### config.mk
export PLATFORM = sky130hd
export DESIGN_NAME = codeword_packer
export DESIGN_NICKNAME = d
export VERILOG_FILES = /design/src/rtl/codeword_packer_pkg.sv /design/src/rtl/codeword_packer_bit_inserter.sv /design/src/rtl/codeword_packer.sv
export SDC_FILE = /design/constraint.sdc
export NUM_CORES = 1
export LEC_CHECK = 0
export ABC_AREA = 1
export CAP_MARGIN = 20
export CORE_ASPECT_RATIO = 0.8
export CORE_MARGIN = 10
export CORE_UTILIZATION = 60
export CTS_CLUSTER_SIZE = 25
export DETAILED_ROUTE_END_ITERATION = 10
export DONT_BUFFER_PORTS = 1
export GPL_TIMING_DRIVEN = 0
export PLACE_DENSITY = 0.87
export SLEW_MARGIN = 25
export SYNTH_ARGS = -nofsm -noshare
export SYNTH_HDL_FRONTEND = slang
export SYNTH_SLANG_ARGS = --single-unit
### constraint.sdc
create_clock -name clk -period 8.73 [get_ports clk]
set_input_delay 0.4365 -clock clk [delete_from_list [all_inputs] [get_ports clk]]
set_output_delay 0.4365 -clock clk [all_outputs]
set_load 0.05 [all_outputs]
### src/rtl/codeword_packer_pkg.sv
// Shared constants and FSM encoding for the codeword packer.
// The optional per-frame bit statistics are enabled with PACK_STATS_EN.
package codeword_packer_pkg;

    localparam int CODEWORD_MAX_LEN = 16;
    localparam int CODEWORD_LEN_W   = 5;
    localparam int PACK_OUT_W       = 32;

    typedef enum logic [1:0] {
        ACCUM      = 2'd0,
        EMIT       = 2'd1,
        FLUSH_EMIT = 2'd2
    } pack_state_t;

    function automatic logic [15:0] sat_add16(input logic [15:0] a, input logic [15:0] b);
        logic [16:0] sum;
        sum = {1'b0, a} + {1'b0, b};
        return sum[16] ? 16'hFFFF : sum[15:0];
    endfunction

endpackage

### src/rtl/codeword_packer_bit_inserter.sv
// Combinational barrel shift: places the low `length` bits of a codeword
// directly below the `fill` bits already held in the accumulator.
module codeword_packer_bit_inserter #(
    parameter int CW_W   = 16,
    parameter int LEN_W  = 5,
    parameter int ACC_W  = 48,
    parameter int FILL_W = 6
) (
    input  logic [CW_W-1:0]   codeword,
    input  logic [LEN_W-1:0]  length,
    input  logic [FILL_W-1:0] fill,
    output logic [ACC_W-1:0]  bits,
    output logic [LEN_W-1:0]  len_eff
);

    localparam logic [LEN_W-1:0]  MAX_LEN = LEN_W'(CW_W);
    localparam logic [FILL_W-1:0] TOP     = FILL_W'(ACC_W);

    logic [CW_W:0]     one_hot;
    logic [CW_W-1:0]   mask;
    logic [CW_W-1:0]   masked;
    logic [FILL_W-1:0] shamt;

    always_comb begin
        len_eff = (length > MAX_LEN) ? MAX_LEN : length;
        one_hot = (CW_W+1)'(1) << len_eff;
        mask    = CW_W'(one_hot - (CW_W+1)'(1));
        masked  = codeword & mask;
        // Left-justify: the first new bit lands at ACC_W-1-fill.
        shamt   = TOP - fill - FILL_W'(len_eff);
        bits    = ACC_W'(masked) << shamt;
    end

endmodule

### src/rtl/codeword_packer.sv
// Packs variable-length codewords MSB-first into OUT_W-bit words; flush
// closes a frame with a zero-padded last word. Optional stats: PACK_STATS_EN.
module codeword_packer
    import codeword_packer_pkg::*;
#(
    parameter  int CW_W   = CODEWORD_MAX_LEN,
    parameter  int LEN_W  = CODEWORD_LEN_W,
    parameter  int OUT_W  = PACK_OUT_W,
    localparam int ACC_W  = OUT_W + CW_W,
    localparam int FILL_W = $clog2(ACC_W + 1)
) (
    input  logic              clk,
    input  logic              RST,
    input  logic              in_valid,
    output logic              in_ready,
    input  logic [CW_W-1:0]   codeword,
    input  logic [LEN_W-1:0]  length,
    input  logic              flush,
    output logic              out_valid,
    input  logic              out_ready,
    output logic [OUT_W-1:0]  out_data,
    output logic              out_last,
    output logic [FILL_W-1:0] out_bits,
    output pack_state_t       fsm_state
`ifdef PACK_STATS_EN
    ,
    output logic [15:0]       frame_bits
`endif
);

    // Handshakes: a transfer happens on a rising clk edge where valid and
    // ready are both high; out_valid and its payload hold until accepted.

    localparam logic [FILL_W-1:0] OUT_W_F = FILL_W'(OUT_W);

    pack_state_t       state, nxt_state;
    logic [ACC_W-1:0]  acc, nxt_acc, ins_bits;
    logic [FILL_W-1:0] fill, nxt_fill, fill_ins;
    logic              flush_pend, nxt_pend;
    logic [LEN_W-1:0]  len_eff;
    logic              accept;

    logic              nxt_in_ready;
    logic              nxt_out_valid;
    logic [OUT_W-1:0]  nxt_out_data;
    logic              nxt_out_last;
    logic [FILL_W-1:0] nxt_out_bits;

    codeword_packer_bit_inserter #(
        .CW_W   (CW_W),
        .LEN_W  (LEN_W),
        .ACC_W  (ACC_W),
        .FILL_W (FILL_W)
    ) u_inserter (
        .codeword (codeword),
        .length   (length),
        .fill     (fill),
        .bits     (ins_bits),
        .len_eff  (len_eff)
    );

    assign accept    = in_valid & in_ready;
    assign fill_ins  = fill + FILL_W'(len_eff);
    assign fsm_state = state;

    always_comb begin
        nxt_state = state;
        nxt_acc   = acc;
        nxt_fill  = fill;
        nxt_pend  = flush_pend;

        case (state)
            ACCUM: begin
                if (accept) begin
                    nxt_acc  = acc | ins_bits;
                    nxt_fill = fill_ins;
                end
                if (flush) begin
                    nxt_pend = 1'b1;
                end
                // A completed word always goes out before a pending flush.
                if (accept && (fill_ins >= OUT_W_F)) begin
                    nxt_state = EMIT;
                end else if (nxt_pend) begin
                    nxt_state = FLUSH_EMIT;
                end
            end
            EMIT: begin
                if (flush) begin
                    nxt_pend = 1'b1;
                end
                if (out_ready) begin
                    nxt_acc   = acc << OUT_W;
                    nxt_fill  = fill - OUT_W_F;
                    nxt_state = nxt_pend ? FLUSH_EMIT : ACCUM;
                end
            end
            FLUSH_EMIT: begin
                // The flush being serviced occupies the single pending slot.
                if (out_ready) begin
                    nxt_acc   = '0;
                    nxt_fill  = '0;
                    nxt_pend  = 1'b0;
                    nxt_state = ACCUM;
                end
            end
            default: begin
                nxt_acc   = '0;
                nxt_fill  = '0;
                nxt_pend  = 1'b0;
                nxt_state = ACCUM;
            end
        endcase

        nxt_in_ready  = (nxt_state == ACCUM) && (nxt_fill < OUT_W_F) && !nxt_pend;
        nxt_out_valid = (nxt_state != ACCUM);
        nxt_out_last  = (nxt_state == FLUSH_EMIT);
        nxt_out_data  = nxt_out_valid ? nxt_acc[ACC_W-1 -: OUT_W] : '0;
        case (nxt_state)
            EMIT:       nxt_out_bits = OUT_W_F;
            FLUSH_EMIT: nxt_out_bits = nxt_fill;
            default:    nxt_out_bits = '0;
        endcase
    end

    always_ff @(posedge clk or negedge RST) begin
        if (!RST) begin
            state      <= ACCUM;
            acc        <= '0;
            fill       <= '0;
            flush_pend <= 1'b0;
            in_ready   <= 1'b0;
            out_valid  <= 1'b0;
            out_data   <= '0;
            out_last   <= 1'b0;
            out_bits   <= '0;
        end else begin
            state      <= nxt_state;
            acc        <= nxt_acc;
            fill       <= nxt_fill;
            flush_pend <= nxt_pend;
            in_ready   <= nxt_in_ready;
            out_valid  <= nxt_out_valid;
            out_data   <= nxt_out_data;
            out_last   <= nxt_out_last;
            out_bits   <= nxt_out_bits;
        end
    end

`ifdef PACK_STATS_EN
    logic [15:0] bit_cnt;
    logic [15:0] cnt_inc;

    assign cnt_inc = accept ? sat_add16(bit_cnt, 16'(len_eff)) : bit_cnt;

    always_ff @(posedge clk or negedge RST) begin
        if (!RST) begin
            bit_cnt    <= '0;
            frame_bits <= '0;
        end else if ((state == FLUSH_EMIT) && out_ready) begin
            frame_bits <= cnt_inc;
            bit_cnt    <= '0;
        end else begin
            bit_cnt    <= cnt_inc;
        end
    end
`endif

endmodule
# After elaboration in Yosys (flattened, before gate mapping)
# Index checks and enable logic that the tools add are counted.
# W data, S select, Z words.
[totals] ff_bits=98 inputBits=26 output_inout_bits=43 word_cells=60
[op_classes] add_sub_neg=5 n_lt_le_gt_ge=3 n_eq_ne=7 shift=2 mux=22 bitwise=3 n_reduce_logical=8
[op_table] op="$mux W48" n=3
[op_table] op="$pmux W48 S3" n=1
[op_table] op="$or A48 B48 Y48" n=1
[op_table] op="$shl A16 B6 Y48" n=1
[op_table] op="$mux W32" n=1
[op_table] op="$mux W6" n=3
[op_table] op="$pmux W6 S3" n=1
[op_table] op="$and A16 B16 Y16" n=1
[op_table] op="$shl A1 B5 Y16 const A" n=1
[op_table] op="$sub A16 B1 Y16 const B" n=1
[op_table] op="$pmux W6 S2" n=1
[op_table] op="$mux W2" n=5
[op_table] op="$add A6 B5 Y6" n=1
[op_table] op="$ge A6 B6 Y1 const B" n=1
[op_table] op="$lt A6 B6 Y1 const B" n=1
[op_table] op="$ne A2 B2 Y1 const B" n=3
[op_table] op="$pmux W2 S3" n=1
[op_table] op="$sub A6 B5 Y6" n=1
[op_table] op="$sub A6 B6 Y6 const A" n=1
[op_table] op="$sub A6 B6 Y6 const B" n=1
[op_table] op="$gt A5 B5 Y1 const B" n=1
[op_table] op="$mux W5" n=1
[op_table] op="$eq A2 B1 Y1 const B" n=2
[op_table] op="$eq A2 B2 Y1 const B" n=2
[op_table] op="other kinds (8)" n=14

# Logic depth before layout (Yosys ltp)
# Gate-level depths: netlist of run 1.
[depth] ltp_word=10 ltp_mapped=22 mapped_depth_nobuf=20

# Modules after synthesis
# From an unflattened synthesis of run 1, not the netlist that was laid out.
[hier_totals] hier_cells=861 hier_area_um2=6217.2
[modules_own_cells] module="codeword_packer" instances=1 cells_per_inst=421 area_per_inst_um2=4107.7
[modules_own_cells] module="codeword_packer_bit_inserter" instances=1 cells_per_inst=440 area_per_inst_um2=2109.5

# Worst setup path after synthesis of run 1
# Ideal clock, no wire load.
[synth_path] path_type="input port to flip-flop" start="input port length[4]" end="register out_data[11]" setup_time_ps=141 arrival_time_ps=3027 required_time_ps=8589 setup_slack_ps=5562 stages=20 n_path_buf=4 cell_sequence="buf_6 inv_6 buf_12 nand2_2 ha_1 a21oi_1 inv_1 a31oi_1 nor2_1 nor2_1 nor2_1 nor2_1 nor2_1 nor2_1 nand2_1 a21oi_1 ha_1 clkbuf_1 clkbuf_1 nor2_1"
[synth_via] elab_chain_cells=10 elab_cells_between_ends=17 classes_between="add/sub: 3; order compare: 2; shift: 2; mux: 6; bitwise: 2; reduce/logical: 2"
[synth_rtl] element="from (decl)" line_no="codeword_packer.sv:17" source="input logic [LEN_W-1:0] length,"
[synth_rtl] element="$gt A5 B5 Y1" line_no="codeword_packer_bit_inserter.sv:25" source="len_eff = (length > MAX_LEN) ? MAX_LEN : length;"
[synth_rtl] element="$mux W5 (*)" line_no="codeword_packer_bit_inserter.sv:25"
[synth_rtl] element="$shl A1 B5 Y16" line_no="codeword_packer_bit_inserter.sv:26" source="one_hot = (CW_W+1)'(1) << len_eff;"
[synth_rtl] element="$sub A16 B1 Y16" line_no="codeword_packer_bit_inserter.sv:27" source="mask = CW_W'(one_hot - (CW_W+1)'(1));"
[synth_rtl] element="$and A16 B16 Y16" line_no="codeword_packer_bit_inserter.sv:28" source="masked = codeword & mask;"
[synth_rtl] element="$shl A16 B6 Y48" line_no="codeword_packer_bit_inserter.sv:31" source="bits = ACC_W'(masked) << shamt;"
[synth_rtl] element="$or A48 B48 Y48" line_no="codeword_packer.sv:75" source="nxt_acc = acc | ins_bits;"
[synth_rtl] element="$mux W48" line_no="codeword_packer.sv:74" source="if (accept) begin"
[synth_rtl] element="$pmux W48 S3" line_no="codeword_packer.sv:72" source="case (state)"
[synth_rtl] element="$mux W32 (*)" line_no="codeword_packer.sv:118" source="nxt_out_data = nxt_out_valid ? nxt_acc[ACC_W-1 -: OUT_W] : '0;"
[synth_rtl] element="via nxt_out_data[11]" line_no="codeword_packer.sv:45" source="logic [OUT_W-1:0] nxt_out_data;"
[synth_rtl] element="to (signal assigned)" line_no="codeword_packer.sv:144" source="out_data <= nxt_out_data;"
[synth_rtl] element="to (decl)" line_no="codeword_packer.sv:21" source="output logic [OUT_W-1:0] out_data,"
# The timed path passes the listed nets; every way through them passes the cells marked *. The select of a mux whose other input is x is not followed.
# A chain may end at the register's enable or synchronous reset.

# Worst setup path in the final report of run 1
# Same ends and word-level chain as after synthesis.

==> results by group, run 1 <==
Run status
  • Failing checks: hold timing
  • Outcome: finished with violations

Timing
  • Setup Skew: 0.00663 ns
  • Period Utilization, post-route: 43.2%
  • Slew Viols, Final: 0
  • Relative slew slack: 43.0%
  • RSZ-0062 raised after global routing: no
  • Maximum clock rate: 0.265 GHz
  • Min Hold Slack: -0.0195 ns
  • Final setup fails: 0
  • Fin Setup TNS: 0 ns
  • Worst Max-Slew Pin Slew: 0.855 ns
  • Minimum clock period: 3.77 ns
  • Final Hold Fails: 14

Setup path
  • CP Cell Sequence: buf_6, inv_6, buf_12, nand2_2, ha_1, a21oi_1, inv_1, a31oi_1, nor2_1, nor2_1, nor2_1, nor2_1, nor2_1, nor2_1, nand2_1, a21oi_1, ha_1, clkbuf_1, clkbuf_1, nor2_1
  • Largest stage delay, worst path: 0.70 ns
  • CP Capture Type: register
  • CP Max Fanout: 10
  • Setup CP Type: primary input to register
  • Arr. time, crit path: 3.96 ns
  • Data required, critical path: 8.91 ns
  • R2R Path End: out_data[11]$_DFF_PN0_
  • Startpoint types: primary input
  • Flop2flop setup slack: 5.02 ns
  • Crit-path most repeated cell: nor2_1
  • Worst path slowest cell: clkbuf_1
  • R2R depth: 17
  • RR Startpoint: fill[2]$_DFF_PN0_

Logic synthesis
  • Flops & latches, synth: 98
  • Yosys top cell area share: 40.2%
  • Sequential fraction of the synthesis area: 40.2%
  • Yosys warns: 0
  • Async S/R FF share, synth: 100%
  • Post-synth EDFFs: 0
  • Synth Instances: 787
  • Post-Syn Nets: 834
  • Yosys cell types: 49
  • Leading area contributor after synthesis: dfrtp_1
  • Synth Flop Type: dfrtp_1
  • Largest cells by area after synthesis: dfrtp_1 (40%), nand2_1 (13%), nand3_1 (7.5%), inv_1 (4.1%), ha_1 (3.9%)
  • Syn Std Cell Area: 0.00610 mm2
  • Avg Inst Size Synth: 7.75 um2
  • Post-synth top cells: nand2_1 (212), dfrtp_1 (98), nand3_1 (92)
  • Most frequent cell after synthesis: nand2_1

CTS
  • Clk root buf: clkbuf_16
  • TritonCTS buffer count: 9
  • Worst skew pair latency: 0.35 ns
  • Setup Buffers After CTS: 0
  • CTS Buffer Depth: 2
  • H-Tree Depth: 3
  • TritonCTS clock tree: yes
  • Clock Sinks: 98
  • Reg clk slew, reported paths: 0.06 ns

GRT
  • Number of global-route vias before repair: 5571
  • Largest net degree at the start of global routing: 99
  • First-pass GRT wire length: 29600 um
  • Gr ovfl total: 0
  • Initial antenna violation count: 0
  • Gr usage total: 25.5%

Pwr
  • P_leak: 3.39 nW
  • Pwr dens: 387 mW/mm2
  • Peak supply drop: 0.000281 V
  • Power Total: 0.00257 W

Floorplanning
  • Die X-Extent: 133 um
  • Rows: 32
  • Ports: 69
  • Starting density of the core: 62.4%
  • Die Y-Extent: 110 um
  • Die ar.: 0.0146 mm2
  • Core Area: 0.00977 mm2

Finish
  • Final net count: 846
  • Filler cell count: 832
  • Antenna diode instance count: 0
  • Finished Core Util: 68.0%
  • Area growth, synth to finish: 8.96%
  • Share of cells above drive strength 1: 13.9%
  • Fin cells: 940
  • Finished layout cell area: 0.00665 mm2

Job
  • Max-cap violation count: 0

Detailed routing
  • Final wirelength: 18400 um
  • Via density: 6.02
  • DRT iter0 DRCs: 633
  • Post-DRT Antenna Nets: 0
  • Post-route DRC: 0
  • Initial DRT Pass Iterations: 5
  • Wirelength per Cell: 19.6 um
  • Total vias in the final route: 5660

Placement
  • Dpl cells: 923
  • Number of buffers added on ports: 0
  • GP Congestion: 0.995
  • Dpl hpwl: 14300 um
  • Area after DPL: 0.00627 mm2

Min path
  • Hold crit path type: primary input to asynchronous set/reset pin
==> what timing repair did <==
| item | CTS | global route |
|---|---|---|
| gates resized for setup | 0 | 0 |
| endpoints found under the hold margin | 98 | 0 |
| hold buffers | 1 | 0 |
==> where the power goes <==
part | total, W | internal [W] | leakage (nW) | switching, W
clock | 0.000462 | 0.000284 | 0.172 | 0.000178
combinational | 0.00135 | 0.000364 | 1.87 | 0.000988
sequential | 0.000759 | 0.000560 | 1.35 | 0.000199
==> state kept, by name, indices dropped and copies added, names as in the netlist <==
| register | flops |
|---|---|
| fsm_state | 2 |
| acc | 48 |
| out_data | 32 |
| fill | 6 |
| in_ready | 1 |
| out_bits | 6 |
| flush_pend | 1 |
| out_valid | 1 |
| out_last | 1 |
==> worst max-delay path, delay by kind of cell <==
kind | cells | cell delay (ns)
compound gates | 3 | 0.64
fa+ha+maj | 2 | 0.61
buf+inv | 6 | 1.46
simple gates | 9 | 0.78
==> placed cells by master (no fill, tap or decap), types with 3 or more instances in the layout <==
cell | netlist | routed
a21oi_1 | 35 | 35
a21oi_2 | 7 | 7
a22oi_1 | 20 | 20
a31oi_1 | 6 | 6
buf_2 | 15 | 15
bufinv_16 | 0 | 3
clkbuf_1 | 12 | 12
clkbuf_16 | 0 | 9
dfrtp_1 | 98 | 98
ha_1 | 19 | 19
inv_1 | 67 | 67
inv_2 | 8 | 8
inv_6 | 1 | 3
nand2_1 | 212 | 212
nand2_2 | 11 | 11
nand3_1 | 92 | 92
nand3_2 | 18 | 18
nand4_1 | 13 | 13
nand4_2 | 4 | 4
nor2_1 | 57 | 57
nor2_2 | 7 | 7
nor2_4 | 4 | 4
nor3_1 | 6 | 6
o21a_1 | 6 | 6
o21ai_0 | 23 | 23
o21ai_1 | 6 | 6
o21ai_2 | 3 | 3
o22ai_1 | 5 | 5
==> logic make-up (layout without fill, tap and decap cells) <==
| logic type | Yosys count | count (layout) | synth area share, % |
|---|---|---|---|
| flip-flops | 98 | 98 | 40.2 |
| AND/OR/NAND/NOR | 429 | 429 | 33.0 |
| adder cells (fa/ha/maj) | 21 | 21 | 4.55 |
| buffers and inverters | 109 | 126 | 7.73 |
| XOR/XNOR | 6 | 6 | 1.29 |
| AO/OA/AOI/OAI | 124 | 124 | 13.2 |
==> routing by layer <==
layer	vias to the layer above	wire length, um	part of all wire [%]	global-route usage, %
met4	0	282	1.5	6.66
met3	33	1860	10	7.78
met2	273	8240	45	39.8
met1	2722	8000	44	34.2
li1	2632	-	-	-
met5	-	0	0	0
==> through the flow <==
stage / setup slack [ns] / hold slack, ns
6_report: 4.96 / -0.0195
5_1_grt: 4.73 / 0.0379
4_1_cts: 5.03 / 0.0277
3_5_place_dp: 4.66 / 0.146
3_3_place_gp: 4.88 / 0.145
2_1_floorplan: 5.56 / 0.141
==> worst max path at each step <==
stage               startpoint  slack [ns]                     end  cells past startpoint
floorplan            length[4]        5.56  out_data[11]$_DFF_PN0_                     20
global placement     length[4]        4.88  out_data[11]$_DFF_PN0_                     20
detailed placement   length[4]        4.66  out_data[11]$_DFF_PN0_                     20
CTS                  length[4]        5.03  out_data[11]$_DFF_PN0_                     20
global route         length[4]        4.73  out_data[11]$_DFF_PN0_                     20
finish               length[4]        4.96  out_data[11]$_DFF_PN0_                     20
==> layout make-up <==
| class | instances | area, um2 | share of cell area, % |
|---|---|---|---|
| Tap cell | 136 | 170 | 2.56 |
| Clock buffer | 9 | 225 | 3.39 |
| Multi-Input combinational cell | 580 | 3180 | 47.8 |
| Timing Repair Buffer | 1 | 27.5 | 0.414 |
| Sequential cell | 98 | 2450 | 36.9 |
| Clock inverter | 7 | 124 | 1.86 |
| Inverter | 77 | 294 | 4.42 |
| Buffer | 32 | 178 | 2.67 |
No activity file was read; power rests on OpenSTA's default activity.
==> run 2, diff against run 1 <==
Settings changed: CORE_UTILIZATION 60 to 58.
Clock period 8.73 ns to 3.1 ns, I/O delays scaled along.
==> results by group, run 2 (synthesis results as in run 1) <==
Setup path
  • Worst path depth: 15
  • Largest stage delay, worst path: 0.45 ns
  • CP Cell Sequence: ha_1, inv_1, ha_1, fa_2, a21oi_2, o21bai_2, xor2_2, inv_2, nor2_1, inv_2, nor2_4, inv_4, nor2_4, a22oi_1, a21oi_1
  • CP Capture Type: register
  • Worst path slowest cell: dfrtp_2
  • WP buf/inv: 4
  • CP startpoint: fill[1]$_DFF_PN0_
  • Arr. time, crit path: 3.19 ns
  • Data required, critical path: 3.36 ns
  • RR Startpoint: fill[1]$_DFF_PN0_
  • CP delay by family, top: adder cells
  • Flop2flop setup slack: 0.17 ns
  • Setup CP Type: register to register
  • R2R Path End: out_data[2]$_DFF_PN0_
  • Critical path endpoint: out_data[2]$_DFF_PN0_
  • CP Max Fanout: 9
  • Startpoint types: register
  • R2R depth: 15

Detailed routing
  • Post-route DRC: 0
  • Wirelength per Cell: 18.4 um
  • Final wirelength: 17500 um
  • DRT iter0 DRCs: 497
  • Initial DRT Pass Iterations: 6
  • Total vias in the final route: 5660
  • Via density: 5.97
  • Post-DRT Antenna Nets: 0

Floorplanning
  • Starting density of the core: 59.6%
  • Die ar.: 0.0150 mm2
  • Rows: 33
  • Core Area: 0.0102 mm2
  • Ports: 69
  • Die X-Extent: 135 um
  • Die Y-Extent: 112 um

Pwr
  • Power Total: 0.00727 W
  • Peak supply drop: 0.000818 V
  • P_leak: 3.42 nW
  • Pwr dens: 1080 mW/mm2

CTS
  • TritonCTS clock tree: yes
  • TritonCTS buffer count: 9
  • CTS Buffer Depth: 2
  • Reg clk slew, reported paths: 0.07 ns
  • Worst skew pair latency: 0.35 ns
  • Clk root buf: clkbuf_16
  • H-Tree Depth: 3
  • Clock Sinks: 98

GRT
  • GRT Max-Usage Layer: met2
  • M3 GR Usage: 7.37%
  • Gr ovfl total: 0
  • Largest net degree at the start of global routing: 99
  • GR Util met2: 34.9%
  • Initial antenna violation count: 0
  • First-pass GRT wire length: 28300 um
  • GR Util met1: 31.9%
  • Number of global-route vias before repair: 5457
  • Gr usage total: 23.3%

Finish
  • Most common cell after layout, fill and taps aside: nand2_1
  • Final net count: 850
  • Commonest cells after routing, fill and taps aside: nand2_1 (212), dfrtp_1 (97), nand3_1 (92)
  • Fin cells: 948
  • Share of cells above drive strength 1: 16.5%
  • Area growth, synth to finish: 10.6%
  • Max reg flops: 48
  • Antenna diode instance count: 0
  • Regs by FF count: acc x48, out_data x32
  • Reg with most FFs: acc
  • Finished Core Util: 65.9%

Timing
  • Worst Max-Slew Pin Slew: 0.691 ns
  • Final Hold Fails: 0
  • Slew Viols, Final: 0
  • Maximum clock rate: 0.341 GHz
  • Final setup fails: 0
  • Relative slew slack: 53.9%
  • Min Hold Slack: 0.0445 ns
  • Period Utilization, post-route: 94.6%
  • Final worst setup slack: 0.168 ns
  • Setup Skew: 0.00597 ns
  • Minimum clock period: 2.93 ns

Job
  • Max-cap violation count: 0

Placement
  • Dpl hpwl: 13400 um
  • Dpl cells: 927
  • Post-Place Setup Slack: -0.649 ns
  • Number of buffers added on ports: 0
  • GP Congestion: 0.988

Min path
  • Hold crit path type: primary input to register

Run status
  • Outcome: finished, final reports clean
## run 2: how the worst min path moves through the flow
| stage | slack (ns) | to | from | depth (start not counted) |
|---|---|---|---|---|
| 2_1_floorplan | -0.14 | acc[0]$_DFFE_PN0P_ | RST | 0 |
| 3_5_place_dp | -0.14 | out_data[0]$_DFF_PN0_ | RST | 0 |
| 6_report | 0.04 | flush_pend$_DFF_PN0_ | out_ready | 3 |
| 4_1_cts | 0.04 | flush_pend$_DFF_PN0_ | out_ready | 3 |
| 3_3_place_gp | -0.14 | out_data[0]$_DFF_PN0_ | RST | 0 |
| 5_1_grt | 0.08 | flush_pend$_DFF_PN0_ | out_ready | 3 |
## run 2: cell type report
type                       instances  area [um2]
fill                             906        3500
multi-input combinational        580        3240
sequential                        98        2450
inverter                          77         297
clock buffer                       9         225
buffer                            31         185
tap                              140         175
clock inverter                     7         101
timing repair buffer               6        67.6
## run 2: power by group
part / switching, W / internal [W]
Combinational: 0.00275 / 0.00115
Clock: 0.000517 / 0.000716
Sequential: 0.000553 / 0.00158
## run 2: repair_timing
action	in CTS	in global routing
hold buffers	2	0
endpoints found under the hold margin	98	0
buffers inserted	1	3
setup endpoints to repair	43	63
pin swaps	0	1
resized for setup	12	17
## run 2: through the flow
stage | setup TNS, ns | instance area [um2]
2_1_floorplan | 0 | 6100
3_3_place_gp | -13.57 | 6270
3_5_place_dp | -17.52 | 6270
4_1_cts | 0 | 6670
5_1_grt | -0.264 | 6740
6_report | 0 | 6740
## run 2: layer usage
layer / share of wire [%] / vias up / routed length [um]
met5: 0 / - / 0
met4: 1.2 / 0 / 214
met3: 11 / 27 / 1860
met2: 44 / 276 / 7770
met1: 44 / 2701 / 7640
li1: - / 2656 / -
## run 2: worst register-to-register path, delay by kind of cell (launching register included)
kind / cells / cell delay (ns)
adder cells (fa/ha/maj): 3 / 0.87
AO/OA/AOI/OAI: 4 / 0.58
flip-flops: 1 / 0.45
AND/OR/NAND/NOR: 3 / 0.44
buffers and inverters: 4 / 0.33
XOR/XNOR: 1 / 0.18
==> run 3, diff against run 2 <==
--- a/constraint.sdc
+++ b/constraint.sdc
@@ -3,2 +3,2 @@
 set_output_delay 0.155 -clock clk [all_outputs]
-set_load 0.05 [all_outputs]
+set_load 0.02 [all_outputs]
==> results by group, run 3 (synthesis results as in run 1) <==
Run status
  • Outcome: finished, final reports clean

CTS
  • CTS Buffer Depth: 2
  • Clock Sinks: 98
  • TritonCTS clock tree: yes
  • H-Tree Depth: 3
  • Worst skew pair latency: 0.35 ns
  • Reg clk slew, reported paths: 0.07 ns
  • Clk root buf: clkbuf_16
  • TritonCTS buffer count: 9

Detailed routing
  • Initial DRT Pass Iterations: 6
  • Final wirelength: 17500 um
  • Via density: 5.93
  • Wirelength per Cell: 18.5 um
  • Total vias in the final route: 5624
  • Post-DRT Antenna Nets: 0
  • Post-route DRC: 0
  • DRT iter0 DRCs: 593

Timing
  • Period Utilization, post-route: 93.9%
  • Worst Max-Slew Pin Slew: 0.658 ns
  • Minimum clock period: 2.91 ns
  • Fin Setup TNS: 0 ns
  • Final worst setup slack: 0.189 ns
  • Min Hold Slack: 0.0468 ns
  • Setup Skew: 0.00611 ns
  • Final setup fails: 0
  • Relative slew slack: 56.1%
  • Final Hold Fails: 0
  • Slew Viols, Final: 0
  • Maximum clock rate: 0.344 GHz

Finish
  • Most common cell after layout, fill and taps aside: nand2_1
  • Final net count: 850
  • Reg with most FFs: acc
  • Finished Core Util: 65.9%
  • Share of cells above drive strength 1: 16.6%
  • Regs by FF count: acc x48, out_data x32
  • Max reg flops: 48
  • Area growth, synth to finish: 10.6%
  • Commonest cells after routing, fill and taps aside: nand2_1 (212), dfrtp_1 (97), nand3_1 (92)
  • Antenna diode instance count: 0

Placement
  • Dpl hpwl: 13400 um
  • Post-Place Setup Slack: -0.648 ns
  • GP Congestion: 0.988
  • Number of buffers added on ports: 0

Setup path
  • Arr. time, crit path: 3.18 ns
  • Worst path depth: 15
  • WP buf/inv: 5
  • Data required, critical path: 3.37 ns
  • Flop2flop setup slack: 0.19 ns
  • R2R depth: 15
  • Setup CP Type: register to register
  • CP Capture Type: register
  • Worst path slowest cell: dfrtp_2
  • CP delay by family, top: adder cells
  • CP Max Fanout: 9
  • Largest stage delay, worst path: 0.45 ns
  • Startpoint types: register
  • CP Cell Sequence: ha_1, inv_1, ha_1, fa_2, a21oi_2, o21bai_2, xor2_2, inv_2, nor2_2, inv_2, nor2_4, inv_4, o31ai_1, inv_1, a21oi_1

GRT
  • First-pass GRT wire length: 28300 um
  • Initial antenna violation count: 0
  • Number of global-route vias before repair: 5457
  • Gr ovfl total: 0
  • Gr usage total: 23.3%
  • Largest net degree at the start of global routing: 99

Min path
  • Worst hold stages: 3
  • Hold crit path type: primary input to register

Pwr
  • P_leak: 3.42 nW
  • Power Total: 0.00703 W
  • Pwr dens: 1040 mW/mm2
  • Peak supply drop: 0.000704 V

Floorplanning
  • Core Area: 0.0102 mm2
  • Ports: 69
  • Rows: 33
  • Die X-Extent: 135 um
  • Die Y-Extent: 112 um
  • Starting density of the core: 59.6%
  • Die ar.: 0.0150 mm2

Job
  • Max-cap violation count: 0
## run 3: path summary, 6_finish.rpt
path                                        start                     to
worst min register to register  acc[20]$_DFF_PN0_      acc[20]$_DFF_PN0_
max in group asynchronous                     RST      fill[1]$_DFF_PN0_
worst max-delay path            fill[1]$_DFF_PN0_  out_data[7]$_DFF_PN0_
worst min-delay path                    out_ready   flush_pend$_DFF_PN0_
worst max register to register  fill[1]$_DFF_PN0_  out_data[7]$_DFF_PN0_
min in group asynchronous                     RST      acc[27]$_DFF_PN0_
## run 3: where the power goes
group / internal, W / total (W) / switching, W
Combinational: 0.00115 / 0.00391 / 0.00276
Sequential: 0.00158 / 0.00189 / 0.000303
Clock: 0.000716 / 0.00123 / 0.000517
## run 3: what timing repair did
action | CTS | global route
setup endpoints to repair | 43 | 61
buffers inserted | 1 | 3
pin swaps | 0 | 1
resized for setup | 12 | 18
hold buffers | 2 | 0
gates cloned | 0 | 0
endpoints found under the hold margin | 98 | 0
## run 3: tightest hold or removal path: stages
cell,delay (ns)
nor2_1,0.04
nand2_1,0.05
o21ai_0,0.10
## run 3: cell type report
class	count	area, um2
Buffer	31	185
Tap cell	140	175
Multi-Input combinational cell	580	3240
Sequential cell	98	2450
Clock inverter	7	101
Timing Repair Buffer	6	67.6
Clock buffer	9	225
Fill cell	903	3490
Inverter	77	297
## run 3: routing by layer
metal	up-vias	part of all wire (%)	global-route usage (%)
met3	26	9.8	7.37
met1	2701	45	31.9
met5	-	0	0
met4	0	1.2	5.58
met2	243	44	34.9
li1	2654	-	-
## run 3: metrics by stage
step / instance area [um2] / cells
after floorplan: 6100 / 787
after global placement: 6270 / 927
after detailed placement: 6270 / 927
after CTS: 6670 / 945
after global routing: 6750 / 948
final: 6750 / 948
